### config.mk
export PLATFORM = sky130hd
export DESIGN_NAME = mesi_bus_arbiter
export DESIGN_NICKNAME = d
export VERILOG_FILES = /design/src/rtl/mesi_bus_pkg.sv /design/src/rtl/rr_arbiter.sv /design/src/rtl/mesi_bus_arbiter.sv
export SDC_FILE = /design/constraint.sdc
export NUM_CORES = 1
export LEC_CHECK = 0
export BUFFER_PORTS_ARGS = -buffer_cell sky130_fd_sc_hd__buf_2
export CORE_MARGIN = 10
export CORE_UTILIZATION = 49
export CTS_CLUSTER_SIZE = 24
export DETAILED_ROUTE_END_ITERATION = 10
export PLACE_DENSITY = 0.91
export RECOVER_POWER = 50
export SYNTH_ARGS = -nofsm -noshare
export SYNTH_HDL_FRONTEND = slang
export SYNTH_HIERARCHICAL = 1
export SYNTH_SLANG_ARGS = --single-unit
### constraint.sdc
create_clock -name CLK -period 3.5 [get_ports CLK]
set_clock_uncertainty 0.05 [all_clocks]
set_input_delay 0.35 -clock CLK [delete_from_list [all_inputs] [get_ports CLK]]
set_output_delay 0.35 -clock CLK [all_outputs]
set_load 0.02 [all_outputs]
### src/rtl/mesi_bus_pkg.sv
// Shared definitions for the MESI snoop-bus arbiter: opcodes, FSM encoding and
// the per-listener snoop response as seen by the cache-line controllers.
package mesi_bus_pkg;

    localparam int unsigned OP_W  = 3;
    localparam int unsigned SRC_W = 3;

    localparam logic [OP_W-1:0] OP_RM  = 3'b001;
    localparam logic [OP_W-1:0] OP_WM  = 3'b010;
    localparam logic [OP_W-1:0] OP_WB  = 3'b011;
    localparam logic [OP_W-1:0] OP_INV = 3'b100;

    typedef enum logic [2:0] {
        ST_IDLE  = 3'd0,
        ST_BCAST = 3'd1,
        ST_SNOOP = 3'd2,
        ST_WB    = 3'd3,
        ST_FILL  = 3'd4,
        ST_DONE  = 3'd5
    } bus_state_e;

    // shared: listener holds the line in S or E; wb: listener holds it in M
    typedef struct packed {
        logic wb;
        logic shared;
    } snoop_rsp_t;

    typedef struct packed {
        logic [OP_W-1:0]  op;
        logic [SRC_W-1:0] src;
    } bus_hdr_t;

    // Read/write misses need the line from memory unless a modified copy supplies it
    function automatic logic op_needs_fill(input logic [OP_W-1:0] op);
        case (op)
            OP_RM, OP_WM:  return 1'b1;
            OP_WB, OP_INV: return 1'b0;
            default:       return 1'b0;
        endcase
    endfunction

endpackage

### src/rtl/rr_arbiter.sv
// Combinational round-robin pick: first requester strictly after ptr, wrapping modulo N.
module rr_arbiter #(
    parameter int unsigned N  = 4,
    parameter int unsigned IW = 2
) (
    input  logic [N-1:0]  req,
    input  logic [IW-1:0] ptr,
    output logic [N-1:0]  win_c,
    output logic [IW-1:0] idx_c
);

    logic          found;
    logic [IW-1:0] cand;

    always_comb begin
        win_c = '0;
        idx_c = '0;
        found = 1'b0;
        cand  = '0;
        for (int unsigned off = 1; off <= N; off++) begin
            cand = IW'((32'(ptr) + off) % N);
            if (!found && req[cand]) begin
                found       = 1'b1;
                win_c[cand] = 1'b1;
                idx_c       = cand;
            end
        end
    end

endmodule

### src/rtl/mesi_bus_arbiter.sv
// Snoop-bus owner for N MESI controllers: grants one requester at a time and walks
// it through broadcast, snoop collection, optional write-back or fill, and completion.
module mesi_bus_arbiter
    import mesi_bus_pkg::*;
#(
    parameter int unsigned N  = 4,
    parameter int unsigned AW = 8
) (
    input  logic                CLK,
    input  logic                CLR,
    input  logic [N-1:0]        req,
    input  logic [OP_W*N-1:0]   req_op,
    input  logic [AW*N-1:0]     req_addr,
    output logic [N-1:0]        gnt,
    output logic [N-1:0]        emitter,
    output logic                bus_valid,
    output logic [OP_W-1:0]     bus_op,
    output logic [AW-1:0]       bus_addr,
    output logic [SRC_W-1:0]    bus_src,
    input  logic [N-1:0]        snoop_shared,
    input  logic [N-1:0]        snoop_wb,
    output logic                mem_req,
    output logic                mem_we,
    input  logic                mem_ack,
    output logic [N-1:0]        done,
    output logic                shared_out
);

    localparam int unsigned IW = (N > 1) ? $clog2(N) : 1;

    bus_state_e     state_q, state_d;
    logic [IW-1:0]  rr_ptr_q, rr_ptr_d;
    logic           shared_flag_q, shared_flag_d;
    bus_hdr_t       hdr_q, hdr_d;
    logic [AW-1:0]  addr_q, addr_d;
    logic [N-1:0]   gnt_d, done_d;
    logic           bus_valid_d, mem_req_d, mem_we_d, shared_out_d;

    logic [N-1:0]     win_c;
    logic [IW-1:0]    win_idx_c;
    logic [OP_W-1:0]  win_op_c;
    logic [AW-1:0]    win_addr_c;
    snoop_rsp_t [N-1:0] snp_c;
    logic             any_wb_c, any_copy_c;

    rr_arbiter #(
        .N  (N),
        .IW (IW)
    ) u_rr (
        .req   (req),
        .ptr   (rr_ptr_q),
        .win_c (win_c),
        .idx_c (win_idx_c)
    );

    // Payload of the winning node
    always_comb begin
        win_op_c   = '0;
        win_addr_c = '0;
        for (int unsigned i = 0; i < N; i++) begin
            if (win_c[i]) begin
                win_op_c   = req_op[OP_W*i +: OP_W];
                win_addr_c = req_addr[AW*i +: AW];
            end
        end
    end

    // Listener responses; the emitter's own snoop bits never count
    always_comb begin
        snp_c      = '0;
        any_wb_c   = 1'b0;
        any_copy_c = 1'b0;
        for (int unsigned i = 0; i < N; i++) begin
            snp_c[i].shared = snoop_shared[i] & ~gnt[i];
            snp_c[i].wb     = snoop_wb[i] & ~gnt[i];
            any_wb_c        = any_wb_c | snp_c[i].wb;
            any_copy_c      = any_copy_c | snp_c[i].wb | snp_c[i].shared;
        end
    end

    always_comb begin
        state_d       = state_q;
        rr_ptr_d      = rr_ptr_q;
        shared_flag_d = shared_flag_q;
        hdr_d         = hdr_q;
        addr_d        = addr_q;
        gnt_d         = gnt;
        bus_valid_d   = 1'b0;
        mem_req_d     = mem_req;
        mem_we_d      = mem_we;
        done_d        = '0;
        shared_out_d  = 1'b0;

        case (state_q)
            ST_IDLE: begin
                if (|req) begin
                    state_d       = ST_BCAST;
                    gnt_d         = win_c;
                    bus_valid_d   = 1'b1;
                    hdr_d.op      = win_op_c;
                    hdr_d.src     = SRC_W'(win_idx_c);
                    addr_d        = win_addr_c;
                    rr_ptr_d      = win_idx_c;
                    shared_flag_d = 1'b0;
                end
            end
            ST_BCAST: begin
                state_d = ST_SNOOP;
            end
            ST_SNOOP: begin
                shared_flag_d = any_copy_c;
                if (any_wb_c) begin
                    state_d   = ST_WB;
                    mem_req_d = 1'b1;
                    mem_we_d  = 1'b1;
                end else if (op_needs_fill(hdr_q.op)) begin
                    state_d   = ST_FILL;
                    mem_req_d = 1'b1;
                    mem_we_d  = 1'b0;
                end else begin
                    state_d      = ST_DONE;
                    done_d       = gnt;
                    shared_out_d = any_copy_c;
                end
            end
            // A write-back delivers the line, so it replaces the fill entirely
            ST_WB, ST_FILL: begin
                if (mem_ack) begin
                    state_d      = ST_DONE;
                    mem_req_d    = 1'b0;
                    mem_we_d     = 1'b0;
                    done_d       = gnt;
                    shared_out_d = shared_flag_q;
                end
            end
            ST_DONE: begin
                state_d = ST_IDLE;
                gnt_d   = '0;
                hdr_d   = '0;
                addr_d  = '0;
            end
            default: begin
                state_d = ST_IDLE;
            end
        endcase
    end

    always_ff @(posedge CLK or posedge CLR) begin
        if (CLR) begin
            state_q       <= ST_IDLE;
            rr_ptr_q      <= IW'(N - 1);
            shared_flag_q <= 1'b0;
            hdr_q         <= '0;
            addr_q        <= '0;
            gnt           <= '0;
            emitter       <= '0;
            bus_valid     <= 1'b0;
            mem_req       <= 1'b0;
            mem_we        <= 1'b0;
            done          <= '0;
            shared_out    <= 1'b0;
        end else begin
            state_q       <= state_d;
            rr_ptr_q      <= rr_ptr_d;
            shared_flag_q <= shared_flag_d;
            hdr_q         <= hdr_d;
            addr_q        <= addr_d;
            gnt           <= gnt_d;
            emitter       <= gnt_d;
            bus_valid     <= bus_valid_d;
            mem_req       <= mem_req_d;
            mem_we        <= mem_we_d;
            done          <= done_d;
            shared_out    <= shared_out_d;
        end
    end

    assign bus_op   = hdr_q.op;
    assign bus_src  = hdr_q.src;
    assign bus_addr = addr_q;

endmodule
==> flow_metrics.env <==
export IMPL_leakage_nw=1.30
export IMPL_avgSynthCellArea_um2=9.63
export IMPL_synth_top_area_share_pct=32.7
export IMPL_grt_pass1_wl_um=9780
export IMPL_synth_edf_count=0
export IMPL_std_cell_rows=24
export IMPL_r2r_cells=10
export IMPL_initial_core_util_pct=50.9
export IMPL_path_cells="inv_1, ha_1, mux4_2, nand2_1, o21ai_1, a221o_1, nor2b_1, a22oi_1, nand2_1, a32o_2"
export IMPL_post_cts_buffers=0
export IMPL_ant_nets=0
export IMPL_holdBufCountCts=0
export IMPL_violations="max-capacitance violations, max-slew violations"
export IMPL_area_growth_pct=22.5
export IMPL_setup_viol=0
export IMPL_final_setup_tns_ns=0
export IMPL_vias=2084
export IMPL_gr_usage_all_layers_pct=15.6
export IMPL_p_comb_share_pct=66.4
export IMPL_p_sw_share_pct=48.9
export IMPL_insertedDiodeCount=0
export IMPL_ioPinCount=89
export IMPL_grt_max_degree=32
export IMPL_clkLatencyLatePin_ns=0.28
export IMPL_core_area_um2=4350
export IMPL_synth_area_top_cells="dfrtp_1, nand2_1, ha_1"
export IMPL_crit_type="register to register"
export IMPL_num_nets_final=379
export IMPL_synthCells=230
export IMPL_yosysSeqAreaShare_pct=35.1
export IMPL_dp_cells=357
export IMPL_critPathBufInv=1
export IMPL_gp_congestion=0.871
export IMPL_cp_depth=10
export IMPL_firstDrtPassIters=5
export IMPL_vdd_drop_max_v=0.000501
export IMPL_fmax_mhz=315
export IMPL_io_buffer_count=87
export IMPL_crit_fanout=10
export IMPL_gr_total_overflow=0
export IMPL_tightest_slew_ns=1.70
export IMPL_die_w_um=87.2
export IMPL_crit_required_ns=3.67
export IMPL_rsz0062_at_grt="no"
export IMPL_drive_above_1_share_pct=36.1
export IMPL_synth_commonest_cells="nand2_1, dfrtp_1, o21ai_0"
export IMPL_ys_flop_type="dfrtp_1"
export IMPL_p_int_mw=1.37
export IMPL_clkPwrFrac_pct=9.9
export IMPL_holdPathStages=2
export IMPL_cap_violations=1
export IMPL_hold_viol=0
export IMPL_syn_nets=297
export IMPL_yosys_warnings=6
export IMPL_clk_pin_slew_ns=0.06
export IMPL_syn_cell_area_um2=2220
export IMPL_finalCritPeriodShare_pct=90.6
export IMPL_antenna_found_initial=0
export IMPL_fin_crit_ns=3.17
export IMPL_crit_path_end_kind="register"
export IMPL_synthDistinctLibCells=54
export IMPL_crit_slowest_cell="dfstp_2"
export IMPL_numClockSinks=31
export IMPL_p_per_area_nw_per_um2=990
export IMPL_drcViolationCount=0
export IMPL_first_iter_violations=201
export IMPL_maxSlewHeadroom_pct=-13.3
export IMPL_synthArstFlopShare_pct=100
export IMPL_cts_buffer_depth=2
export IMPL_cts_made_buffers=5
export IMPL_vias_per_cell=5.71
export IMPL_status="finished with violations"
export IMPL_critPathLaunchType="register"
export IMPL_p_seq_share_pct=23.7
export IMPL_cpMostUsedCell="nand2_1"
export IMPL_cp_slowest_stage_delay_ns=0.62
export IMPL_critPathArrivalTime_ns=3.34
export IMPL_grt_pass1_vias=1970
export IMPL_die_area_um2=7610
export IMPL_layout_cells_non_filler=365
export IMPL_slew_violations=32
export IMPL_root_buffer="clkbuf_8"
export IMPL_dp_hpwl_um=4930
export IMPL_synth_top_area_cell="dfrtp_1"
export IMPL_routedWlPerCell_um=17.3
export IMPL_hold_class="input pin to register"
export IMPL_synth_seq_cells=31
export IMPL_drt_total_wl_um=6320
export IMPL_die_y_um=87.2
export IMPL_switching_power_mw=1.31
export IMPL_cp_top_family="simple AND/OR/NAND/NOR gates"
export IMPL_whs_ns=0.292
export IMPL_cts_tree="yes"
export IMPL_cts_resized=0
export IMPL_synth_most_common_cell="nand2_1"
export IMPL_h_tree_depth=2
## area by class of cell
| type | count | area (um^2) |
|---|---|---|
| timing repair buffer | 93 | 459 |
| fill | 364 | 1640 |
| tap | 52 | 65.1 |
| multi-input combinational | 172 | 1290 |
| clock buffer | 5 | 68.8 |
| inverter | 9 | 33.8 |
| sequential | 31 | 778 |
| clock inverter | 3 | 15.0 |
## cell usage in the layout (no fill, tap or decap), drive strengths merged, types with 6 or more instances in the layout
cell type / Yosys / layout
nand2b: 7 / 7
o21ai: 23 / 23
nor2b: 12 / 12
nor2: 7 / 7
clkbuf: 6 / 20
dfrtp: 29 / 29
a22o: 6 / 6
buf: 12 / 78
a22oi: 12 / 12
ha: 8 / 8
a32o: 13 / 13
inv: 8 / 8
nand2: 35 / 35
## worst register-to-register path: stages (launching register included)
cell and delay (ns):
dfstp_2 0.62, inv_1 0.13, ha_1 0.40, mux4_2 0.43, nand2_1 0.12, o21ai_1 0.07, a221o_1 0.29, nor2b_1 0.58
a22oi_1 0.16, nand2_1 0.11, a32o_2 0.16
## routing by layer
layer	track usage, %	part of all wire, %	vias to the layer above
met5	0	0	-
met3	5.71	11	7
li1	-	-	1006
met4	2.75	1.1	0
met1	18.8	38	975
met2	26.1	50	96
## cell families after synthesis
| logic type | after synthesis | share of synthesized area, % |
|---|---|---|
| compound gates | 77 | 29.2 |
| xor+xnor | 1 | 0.395 |
| fa+ha+maj | 8 | 4.52 |
| buf+inv | 27 | 6.89 |
| flops | 31 | 35.1 |
| mux | 5 | 3.73 |
| other cells | 1 | 0.169 |
| simple gates | 80 | 20.0 |
## per-stage QoR
stage | area (um^2) | utilization, % | power [mW] | worst slack, ns
finish | 2710 | 62.3 | 2.69 | 0.330
global route | 2710 | 62.3 | 2.94 | 0.0802
CTS | 2740 | 62.8 | 2.70 | 0.357
detailed placement | 2650 | 60.9 | 2.43 | 0.361
global placement | 2650 | 60.9 | 2.37 | 0.536
floorplan | 2220 | - | 2.00 | 0.498
## flip-flops by register name (all words and copies together) (netlist names)
name,flops
bus_addr,8
done,4
emitter,4
bus_op,3
state_q,3
bus_src,2
rr_ptr_q,2
bus_valid,1
mem_req,1
mem_we,1
shared_flag_q,1
shared_out,1
## power groups by stage
stage	Sequential (mW)	Clock (mW)	Combinational (mW)
floorplan	0.717	0	1.29
global placement	0.633	0	1.74
detailed placement	0.638	0	1.79
CTS	0.634	0.268	1.80
global route	0.662	0.286	1.99
finish	0.637	0.265	1.78
## final timing paths
check                                  from          end  slack (ns)
worst min-delay path                mem_ack   state_q[1]        0.29
worst max register to register  rr_ptr_q[1]  bus_addr[0]        0.33
min in group asynchronous               CLR  bus_addr[1]        0.62
max in group asynchronous               CLR  bus_addr[6]        1.80
worst max-delay path            rr_ptr_q[1]  bus_addr[0]        0.33
worst min register to register  bus_addr[6]  bus_addr[6]        0.44
(Power assumes the default switching activity.)
